## src/rtl/bpred_table_if.sv

```systemverilog
// bpred_table_if: lookup, prediction and training signals between fetch/RS and the direction table
interface bpred_table_if;
    logic        lk_valid;
    logic [31:0] lk_pc;
    logic        lk_ready;
    logic        pred_valid;
    logic        pred_taken;
    logic        tr_valid;
    logic [31:0] tr_pc;
    logic        tr_taken;
    logic        tr_ready;
    modport master (
        output lk_valid, lk_pc, tr_valid, tr_pc, tr_taken,
        input  lk_ready, pred_valid, pred_taken, tr_ready
    );
    modport slave (
        input  lk_valid, lk_pc, tr_valid, tr_pc, tr_taken,
        output lk_ready, pred_valid, pred_taken, tr_ready
    );
endinterface

```

## src/rtl/bpred_table_ctrl.sv

```systemverilog
// bpred_table_ctrl: 2-bit counter branch table with init walk, lookup/training arbitration and training FIFO
module bpred_table_ctrl #(
    parameter int         IDX_W    = 6,
    parameter int         TQ_DEPTH = 4,
    parameter logic [1:0] INIT_CTR = 2'b01
) (
    input  logic         clk,
    input  logic         rst,
    input  logic         rdy,
    bpred_table_if.slave bus,
    output logic         init_busy
);
    localparam int QW = $clog2(TQ_DEPTH);
    typedef enum logic {INIT, RUN} state_t;
    state_t state, state_nx;
    logic [IDX_W-1:0] ptr, lk_idx, tr_idx, upd_idx;
    logic [1:0] tbl [2**IDX_W];
    logic [IDX_W-1:0] q_idx [TQ_DEPTH];
    logic q_tk [TQ_DEPTH];
    logic [QW-1:0] head, tail;
    logic [QW:0] count;
    logic run, full, lk_acc, push, pop;
    logic [1:0] cur, upd;
    logic unused;
    assign lk_idx = bus.lk_pc[IDX_W+1:2];
    assign tr_idx = bus.tr_pc[IDX_W+1:2];
    assign unused = ^{bus.lk_pc[31:IDX_W+2], bus.lk_pc[1:0], bus.tr_pc[31:IDX_W+2], bus.tr_pc[1:0]};
    // State register; reset restarts the walk regardless of rdy
    always_ff @(posedge clk)
        state <= rst ? INIT : state_nx;
    // Leave INIT on the cycle that writes the last entry
    always_comb
        state_nx = (state == INIT && rdy && ptr == '1) ? RUN : state;
    // Handshakes and arbitration: full queue beats lookup, lookup beats draining
    always_comb begin
        run          = state == RUN && rdy && !rst;
        full         = count == (QW+1)'(TQ_DEPTH);
        bus.lk_ready = run && !full;
        bus.tr_ready = run && !full;
        init_busy    = rst || state == INIT;
        lk_acc       = bus.lk_valid && bus.lk_ready;
        push         = bus.tr_valid && bus.tr_ready;
        pop          = run && count != '0 && !lk_acc;
        upd_idx      = q_idx[head];
        cur          = tbl[upd_idx];
        upd          = q_tk[head] ? (cur == 2'd3 ? cur : cur + 2'd1) : (cur == 2'd0 ? cur : cur - 2'd1);
    end
    // Walk pointer and queue bookkeeping; frozen while rdy is low
    always_ff @(posedge clk) begin
        if (rst) begin
            ptr   <= '0;
            head  <= '0;
            tail  <= '0;
            count <= '0;
        end else if (rdy) begin
            if (state == INIT) ptr <= ptr + 1'b1;
            head  <= head + QW'(pop);
            tail  <= tail + QW'(push);
            count <= count + (QW+1)'(push) - (QW+1)'(pop);
        end
    end
    // Queue payload storage
    always_ff @(posedge clk)
        if (push) begin
            q_idx[tail] <= tr_idx;
            q_tk[tail]  <= bus.tr_taken;
        end
    // Single table write port: init walk or saturating update from queue head
    always_ff @(posedge clk)
        if (!rst && rdy && state == INIT) tbl[ptr] <= INIT_CTR;
        else if (pop) tbl[upd_idx] <= upd;
    // One-cycle prediction result; direction holds between pulses
    always_ff @(posedge clk)
        if (rst) begin
            bus.pred_valid <= 1'b0;
            bus.pred_taken <= 1'b0;
        end else begin
            bus.pred_valid <= lk_acc;
            if (lk_acc) bus.pred_taken <= tbl[lk_idx][1];
        end
endmodule

```

## src/flat_wrapper.sv

```systemverilog
// flat-port wrapper written by rule: the top's interface ports become plain ports
module bpred_table_ctrl_flat 
#(
    parameter int         IDX_W    = 6,
    parameter int         TQ_DEPTH = 4,
    parameter logic [1:0] INIT_CTR = 2'b01
)
  (clk, rst, rdy, init_busy, bus_lk_valid, bus_lk_pc, bus_tr_valid, bus_tr_pc, bus_tr_taken, bus_lk_ready, bus_pred_valid, bus_pred_taken, bus_tr_ready);
  bpred_table_if bus_i ();
  input  logic clk;
  input  logic rst;
  input  logic rdy;
  output logic init_busy;
  input wire logic [$bits(bus_i.lk_valid)-1:0] bus_lk_valid;
  input wire logic [$bits(bus_i.lk_pc)-1:0] bus_lk_pc;
  input wire logic [$bits(bus_i.tr_valid)-1:0] bus_tr_valid;
  input wire logic [$bits(bus_i.tr_pc)-1:0] bus_tr_pc;
  input wire logic [$bits(bus_i.tr_taken)-1:0] bus_tr_taken;
  output wire logic [$bits(bus_i.lk_ready)-1:0] bus_lk_ready;
  output wire logic [$bits(bus_i.pred_valid)-1:0] bus_pred_valid;
  output wire logic [$bits(bus_i.pred_taken)-1:0] bus_pred_taken;
  output wire logic [$bits(bus_i.tr_ready)-1:0] bus_tr_ready;
  assign bus_i.lk_valid = bus_lk_valid;
  assign bus_i.lk_pc = bus_lk_pc;
  assign bus_i.tr_valid = bus_tr_valid;
  assign bus_i.tr_pc = bus_tr_pc;
  assign bus_i.tr_taken = bus_tr_taken;
  assign bus_lk_ready = bus_i.lk_ready;
  assign bus_pred_valid = bus_i.pred_valid;
  assign bus_pred_taken = bus_i.pred_taken;
  assign bus_tr_ready = bus_i.tr_ready;
  bpred_table_ctrl #(.IDX_W(IDX_W), .TQ_DEPTH(TQ_DEPTH), .INIT_CTR(INIT_CTR)) u_core (.clk(clk), .rst(rst), .rdy(rdy), .bus(bus_i), .init_busy(init_busy));
endmodule
```

## config.mk

```make
export PLATFORM = sky130hd
export DESIGN_NAME = bpred_table_ctrl_flat
export DESIGN_NICKNAME = d
export VERILOG_FILES = /design/src/rtl/bpred_table_if.sv /design/src/rtl/bpred_table_ctrl.sv /design/src/flat_wrapper.sv
export SDC_FILE = /design/constraint.sdc
export NUM_CORES = 1
export LEC_CHECK = 0
export CORE_AREA = 2 2 85 168
export DETAILED_ROUTE_END_ITERATION = 10
export DIE_AREA = 0 0 87 170
export PLACE_DENSITY = 0.79
export SYNTH_ARGS = -nofsm -noshare
export SYNTH_HDL_FRONTEND = slang
export SYNTH_SLANG_ARGS = --single-unit
```

## constraint.sdc

```tcl
create_clock -name clk -period 13.5 [get_ports clk]
set_input_delay 4.05 -clock clk [delete_from_list [all_inputs] [get_ports clk]]
set_output_delay 4.05 -clock clk [all_outputs]
set_load 0.02 [all_outputs]
```

==> impl_summary.md, run 1 <==
Yosys
The most used standard cell by instance count after synthesis is edfxtp_1. During synthesis, Yosys emitted a total of 0 warnings. Of the synthesized area, sequential elements account for 63.66%. The number of nets in the synthesized netlist is 590. In this run, synthesis produced a sequential element count of roughly 170. The synthesized netlist contains between 40 and 50 unique library cells. The synthesized design contains ~160 enable-type register cells. In the synthesized netlist the async set-or-reset flop fraction comes to 0%.

The cell count after synthesis came out at 514. In this run the cell area of the synthesized design comes to 7925 sq um. The cell type with the largest total area after synthesis is edfxtp_1. Sorting the synthesized cells by area gives the leading types as edfxtp_1 59%, mux4_2 14%, mux2i_1 5.8%. The dominant register cell in the synthesized netlist is edfxtp_1. By count the netlist is led by 156 x edfxtp_1, 94 x nor2_1, 48 x mux4_2. In this run the mean area of a mapped cell was 15.42 sq um. The share of the synthesized area in the top cell type is about three fifths.

Drt
Across all layers, the routed design uses 4645 vias. Wires add up to 17440 um. The detailed-route vias per instance is 6.617. The number of remaining DRC errors is 0. Dividing the detail-routed wire length by the instance count gives 24.84 um. The remaining number of nets flagged by the antenna check after routing is 0.

The first detailed-routing pass ran for 5 iterations. The number of DRC markers in iteration 0 is 462.

STA
Between clock sinks in the finished design, the worst skew comes to 0.01677 ns. The minimum hold slack is ~0.50 ns. Headroom to the max-slew limit came out at 23.68%. Setup repair after global routing left no endpoint under its margin. After layout, the worst path uses between 70% and 80% of the clock period.

The number of max-slew violations in the final report is 0. The number of endpoints failing setup at the final stage is 0. The hold violation count in the final report is 0. The highest attainable clock frequency is around 100 MHz. The post-route setup TNS is 0 ns. Counting I/O delays and the setup requirement, the final critical path takes 10.05 ns.

The slew at the pin closest to its max-slew limit is 1.142 ns.

Critical path
The depth of the worst register-to-register path is 8. The endpoint arrival time on the critical path is ~6.0 ns. The required time at the endpoint of the critical path is 9.45 ns. Walking the worst path, the cells encountered are clkdlybuf4s50_1 > nand3b_1 > nor2_1 > clkdlybuf4s50_1. The worst setup path is launched from an input pin.

The category of the critical setup timing path is input pin to primary output. In this run the register-to-register setup slack is 9.13 ns. The cell type group with the largest total delay on the critical path is buffers and inverters. In this run the critical register-to-register path is captured at u_core.tbl[36][0]. The buffer and inverter count on the worst path is 2. Of all nets on the critical path, the largest fanout is 19. In this design, the stage delay of the slowest critical-path cell is 0.75 ns. The library cell contributing the largest single delay on the critical path is clkdlybuf4s50_1. STA classifies the critical path endpoint as a primary output.

Counting stages on the worst path, the most repeated cell is clkdlybuf4s50_1.

Placed design
The post-detailed-placement half-perimeter wirelength is 11950 um. Routability-driven placement finished with a final weighted congestion of 0.9558. During placement, the flow inserted port buffers numbering 22.

Final layout
The post-route netlist has 17.92% of its cells at a drive strength greater than 1. The number of nets in the final layout is 611. Cells fill approximately two thirds of the core in the end. Summing all flip-flop and latch instances after layout gives between 5000 and 6000 sq um. The layout overhead on the synthesized area is 11.51%. The total area of multi-input combinational cells is around 2700 sq um. The number of diodes is 0.

After filler insertion, the fill cell instance count of the layout stands at 897.

GRT
The wire length of the first global-routing pass is 26900 um. Entering global routing, the biggest net connects 46 pins. Global routing used 25.31% of the available tracks. The total overflow left after global routing is 0. The number of antenna violations at the first check in global routing was 0. The number of global-route vias before repair is 4752.

Clock tree
The number of cells upsized or downsized after cts is 0. The clock-pin slew reported for the worst setup and hold paths after clock tree synthesis is 0.06 ns. The clock tree from TritonCTS is built. CTS saw 174 sinks. The clock reaches the later pin of the worst-skew pair after between 0.4 and 0.5 ns. The clock root buffer is clkbuf_16. The H-tree was split into 4 levels. The total clock buffers created by CTS is 17. The clock passes through at most 2 buffers. In this run the post-CTS setup repair buffer count came out at 0. The number of hold buffers added after CTS was 0.

Pwr
In this run the power density over the cells is 122.9 nW/um^2. The worst-case IR drop observed on VDD is about 0.00011 V. Summed over all cells, the static leakage comes to ~3.0 nW.

Worst hold path
The number of cells traversed by the worst hold path is 2. The class of the tightest hold or removal check is flip-flop to flip-flop. For hold timing, the worst endpoint is u_core.count[0]. In this run the most critical hold path is launched from u_core.count[0].

Die
The floorplan has 60 rows. The core area is 13440 sq um. Once the floorplan was initialized, standard cells occupied 58.98% of the core.

The die is 170 um tall. The number of top-level pins is 75. The area enclosed by the die boundary is 14790 sq um. The die extent in x is about 87 um.

Outcome
The flow ran to the end, and the final reports show no timing, DRC or antenna violations.

Flow run
The tool flagged a number of max-cap violations equal to 0.
## area by class of cell
| type | count | share of cell area, % |
|---|---|---|
| Clock buffer | 17 | 4.814 |
| Clock inverter | 14 | 1.713 |
| Sequential cell | 174 | 57.09 |
| Inverter | 9 | 0.3823 |
| Multi-Input combinational cell | 306 | 30.85 |
| Timing Repair Buffer | 27 | 2.959 |
| Tap cell | 155 | 2.195 |
## state kept, by name, summed over array words and instances, names as in the netlist, named ones only
| signal | count |
|---|---|
| u_core.tbl | 128 |
| u_core.q_tk | 4 |
| u_core.state | 1 |
| u_core.ptr | 6 |
| u_core.bus.pred_valid | 1 |
| u_core.tail | 2 |
| u_core.head | 2 |
| u_core.bus.pred_taken | 1 |
| u_core.q_idx | 24 |
| u_core.count | 3 |
## report_power, final
part	switching (mW)	leakage (nW)	internal [mW]	total [mW]
Combinational	0.0137	1.05	0.0122	0.0259
Clock	0.217	0.283	0.261	0.478
Sequential	0.00184	1.68	0.580	0.582
## metrics by stage
| stage | setup WS, ns | instances | power [mW] | cell area (sq um) |
|---|---|---|---|---|
| 2_1_floorplan | 4.438 | 514 | 0.6075 | 7925 |
| 6_report | 3.450 | 702 | 1.086 | 8837 |
| 3_5_place_dp | 3.439 | 670 | 0.6195 | 8249 |
| 5_1_grt | 3.298 | 702 | 1.112 | 8837 |
| 3_3_place_gp | 3.492 | 670 | 0.6189 | 8249 |
| 4_1_cts | 3.425 | 701 | 1.087 | 8826 |
## cell families after synthesis
family                     Yosys count  share of synthesized area [%]
buffers and inverters               34                          2.226
muxes                              100                          20.30
xor gates and xnor gates             9                         0.9946
DFF                                174                          63.66
AOI/OAI and AO/OA                   36                          3.142
and+or+nand+nor                    155                          8.636
adders and majority gates            6                          1.042
## tightest hold or removal path, cell delays in order (launching register included)
cell and delay (ns):
dfxtp_1 0.33, mux2i_1 0.06, nor2_1 0.07
## cells in the final DEF (no fill, tap or decap), types with 2 or more instances in the layout
cell type	instances
inv_1	9
buf_4	4
nor4b_1	3
clkdlybuf4s50_1	22
or2_2	7
xnor2_1	4
mux2_2	6
o211ai_1	2
and3_1	2
dfxtp_1	18
inv_6	4
nand3_1	6
a31oi_1	13
nand2b_1	5
a22oi_1	8
mux4_2	48
edfxtp_1	156
a21oi_1	4
xor2_1	5
nor2_1	94
ha_1	5
nand2_1	21
nor2b_1	4
clkbuf_16	17
o2111ai_1	2
mux2i_1	46
inv_8	4
and2_1	3
nor3_1	3
## routing by layer
layer	wire, um	GRT usage [%]
met1	5952	28.48
met3	957	4.656
met5	0	0
met4	827	12.77
met2	9697	44.84
## worst max-delay path by stage
stage / start / end / slack (ns) / cells past startpoint
after floorplan: rst / bus_tr_ready / 4.44 / 4
after global placement: rst / bus_tr_ready / 3.49 / 4
after detailed placement: rst / bus_tr_ready / 3.44 / 4
after CTS: rst / bus_tr_ready / 3.43 / 4
after global routing: rst / bus_lk_ready / 3.30 / 4
final: rst / bus_tr_ready / 3.45 / 4
Power figures use the tool's default switching activity.
==> run 2: changes to the inputs <==
--- a/config.mk
+++ b/config.mk
@@ -5,10 +5,10 @@
 export SDC_FILE = /design/constraint.sdc
 export NUM_CORES = 1
 export LEC_CHECK = 0
-export CORE_AREA = 2 2 85 168
+export CORE_AREA = 2 2 87 172
 export DETAILED_ROUTE_END_ITERATION = 10
-export DIE_AREA = 0 0 87 170
-export PLACE_DENSITY = 0.79
+export DIE_AREA = 0 0 89 174
+export PLACE_DENSITY = 0.76
 export SYNTH_ARGS = -nofsm -noshare
 export SYNTH_HDL_FRONTEND = slang
 export SYNTH_SLANG_ARGS = --single-unit
==> constraint.sdc (replaced) <==
create_clock -name clk -period 10.3 [get_ports clk]
set_input_delay 3.09 -clock clk [delete_from_list [all_inputs] [get_ports clk]]
set_output_delay 3.09 -clock clk [all_outputs]
set_load 0.02 [all_outputs]
==> impl_summary.md, run 2 (same netlist as run 1, synthesis figures left out) <==
Outcome
The flow ran to the end, and the final reports show no timing, DRC or antenna violations.

Placed design
The final weighted congestion in routability-driven placement is 0.9498 (-0.63%). The count of port buffers added during placement is 22 (unchanged). The post-detailed-placement half-perimeter wirelength was 12040 um (+0.77%). The setup slack at placement came to 2.170 ns (-1.269 ns).

STA
The worst-case clock skew came to 0.01170 ns (-0.005062 ns). The highest attainable clock frequency is between 100 and 150 MHz. The slew at the pin closest to its max-slew limit was 1.240 ns (+0.09720 ns). The worst max-slew margin expressed relative to the limit is 16.73% (-7.0 points). The number of max-slew violations in the final report is 0 (unchanged). The post-route setup TNS was 0 ns (unchanged). The worst path uses 78.91% of the clock period. Setup repair after global routing left no endpoint under its margin. The routed design could run at a clock period as short as slightly above 8 ns. The hold violation count in the final report is 0 (unchanged).

The minimum setup slack in the final design is 2.172 ns (-1.278 ns). The number of endpoints failing setup at the final stage is 0 (unchanged).

Final layout
The library cell used most frequently in the layout, excluding fill and tap cells, is edfxtp_1. The flip-flop count of the largest register after layout is 128 (unchanged). The number of diodes is 0 (unchanged). The number of inserted filler cells in the final layout is 1075 (+20%).

The largest registers in the layout are u_core.tbl: 128 flops, u_core.q_idx: 24 flops, u_core.ptr: 6 flops. The layout overhead on the synthesized area is 12.41%. The fraction of final layout cells sized beyond drive strength 1 is 18.10% (+0.18 points). The register bank with the most flops is u_core.tbl. The number of nets in the final layout is 610 (-0.16%). The top cell types in the final layout, fill and taps aside, are 156 x edfxtp_1, 94 x nor2_1, 48 x mux4_2.

Critical path
The launching element type of the critical path is an input pin. The maximum fanout count along the critical path is 19 (unchanged). The destination of the worst register-to-register timing path is u_core.tbl[58][0]. The depth of the worst register-to-register path is 9 (+1).

The most common cell type on the critical path is clkdlybuf4s50_1. The library cell contributing the largest single delay on the critical path is clkdlybuf4s50_1. The critical path ends at bus_lk_ready. The category of the worst setup path capture point is a primary output. Traced cell by cell, the critical path runs through clkdlybuf4s50_1 > nand3b_1 > nor2_1 > clkdlybuf4s50_1. The endpoint arrival time on the critical path is 5.04 ns (-0.96 ns).

The setup path with the least slack is of type input pin to primary output. The delay of the slowest cell on the worst path is 0.74 ns (about the same). The worst-case register-to-register setup slack came to 5.65 ns (-3.48 ns). The required time at the endpoint of the critical path came to 7.21 ns (-2.24 ns). The critical path starts at rst.

GRT
The combined global-route utilization of all metal layers is 24.18% (-1.1 points). The overall overflow remaining after global route was 0 (unchanged). The maximum number of pins on one net before global-route repair came to 49 (+6.5%).

The number of global-route vias before repair is 4714 (-0.80%). The wire length of the first global-routing pass is 26470 um (-1.6%). The number of antenna violations at the first check in global routing was 0 (unchanged).

Pwr
The largest voltage drop on the vdd net is 0.0001549 V (+41%). The leakage dissipation is 3.024 nW (+0.57%). The cell area power density is 162.1 nW/um^2 (+32%).

Die
The area enclosed by the die boundary is 15490 sq um (+4.7%). The initial standard-cell utilization of the core is 55.52% (-3.5 points). The number of top-level pins is 75 (unchanged). The die extent in x is 89 um (+2.3%). The number of rows in the core area is 62 (+3.3%). The core area is 14270 sq um (+6.2%). The height of the die is 174 um (+2.4%).

Clock tree
The number of cells upsized or downsized after cts is 0 (unchanged). The total clock buffers created by CTS is 17 (unchanged). The number of H-tree levels is 4 (unchanged). The insertion delay to the later sink of the worst-skew pair came to 0.43 ns (about the same). The largest buffer count on any clock path was 2 (unchanged). The clock-pin slew reported for the worst setup and hold paths after clock tree synthesis was 0.07 ns (about the same). The clock tree from TritonCTS is built.

The clock root buffer is clkbuf_16. The count of clock tree sinks is 174 (unchanged). The post-CTS repair timing setup buffer count is 0 (unchanged). The cts-stage hold buffer count came to 0 (unchanged).

Drt
The number of remaining DRC errors is 0 (unchanged). The number of DRC markers in iteration 0 is 428 (-7.4%). The detailed-route vias per instance is 6.142 (-7.2%). The number of vias after detailed routing is 4539 (-2.3%). The topmost layer with routed signal wires is met4. The remaining number of nets flagged by the antenna check after routing is 0 (unchanged). The routed length on met3 is 626 um (-35%). The met2 wire length is 10050 um (+3.6%). The mean routed wirelength per cell is 23.47 um (-5.5%). The detailed-routing iteration count for the pre-antenna-repair pass is 5 (unchanged).

The final routed wirelength across all metal layers is 17350 um (-0.50%). The met1 layer wirelength in the final routing is 6053 um (+1.7%).

Flow run
The max-capacitance violation count is 0 (unchanged).

Worst hold path
The class of the tightest hold or removal check is flip-flop to flip-flop. The hold path startpoint is u_core.bus.pred_taken.
## run 2: changes by cell type in the layout (fill, tap and decap cells not counted)
cell | previous run | this run
clkinv_2 | 1 | 0
clkinv_8 | 1 | 3
inv_6 | 4 | 3
clkinv_4 | 1 | 3
inv_8 | 4 | 5
clkinvlp_4 | 1 | 0
buf_6 | 1 | 0
clkinv_1 | 1 | 0
## run 2: cell type report
type                    count  area (sq um)  share of cell area [%]
flip-flops and latches    174          5045                   56.63
multi-input cells         306          2726                   30.60
repair buffers             26         250.2                   2.809
clock inverters            15         187.7                   2.107
inverters                   9         33.78                  0.3792
clock buffers              17         425.4                   4.775
well taps                 192         240.2                   2.697
## run 2: worst max-delay path: cells and delay by family
| kind | cells | cell delay (ns) |
|---|---|---|
| buffers and inverters | 2 | 1.39 |
| and+or+nand+nor | 2 | 0.55 |
## run 2: through the flow
stage	cells	hold WS [ns]	area [sq um]	total power [mW]	utilization, %
detailed placement	707	0.4974	8295	0.8123	58.12
global placement	707	0.4751	8295	0.8115	58.12
finish	739	0.5130	8909	1.444	62.41
CTS	739	0.5124	8909	1.451	62.41
global route	739	0.5463	8909	1.482	62.41
floorplan	514	0.4604	7925	0.7962	-
## run 2: power by group
part,internal [mW],switching [mW]
Clock,0.350,0.297
Combinational,0.0159,0.0183
Sequential,0.760,0.00249
Total,1.13,0.318
## run 2: layer usage
metal | vias up | global-route usage (%)
met3 | 42 | 4.226
met1 | 2303 | 27.25
met5 | - | 0
met4 | 0 | 11.32
li1 | 2035 | -
met2 | 159 | 43.00
## run 2: how the worst min path moves through the flow
stage                                        to  slack (ns)  cells after the start
final                     u_core.bus.pred_taken        0.51                      2
after global routing      u_core.bus.pred_taken        0.55                      2
after CTS                 u_core.bus.pred_taken        0.51                      2
after detailed placement  u_core.bus.pred_taken        0.50                      2
after global placement    u_core.bus.pred_taken        0.48                      2
after floorplan                 u_core.count[0]        0.46                      2
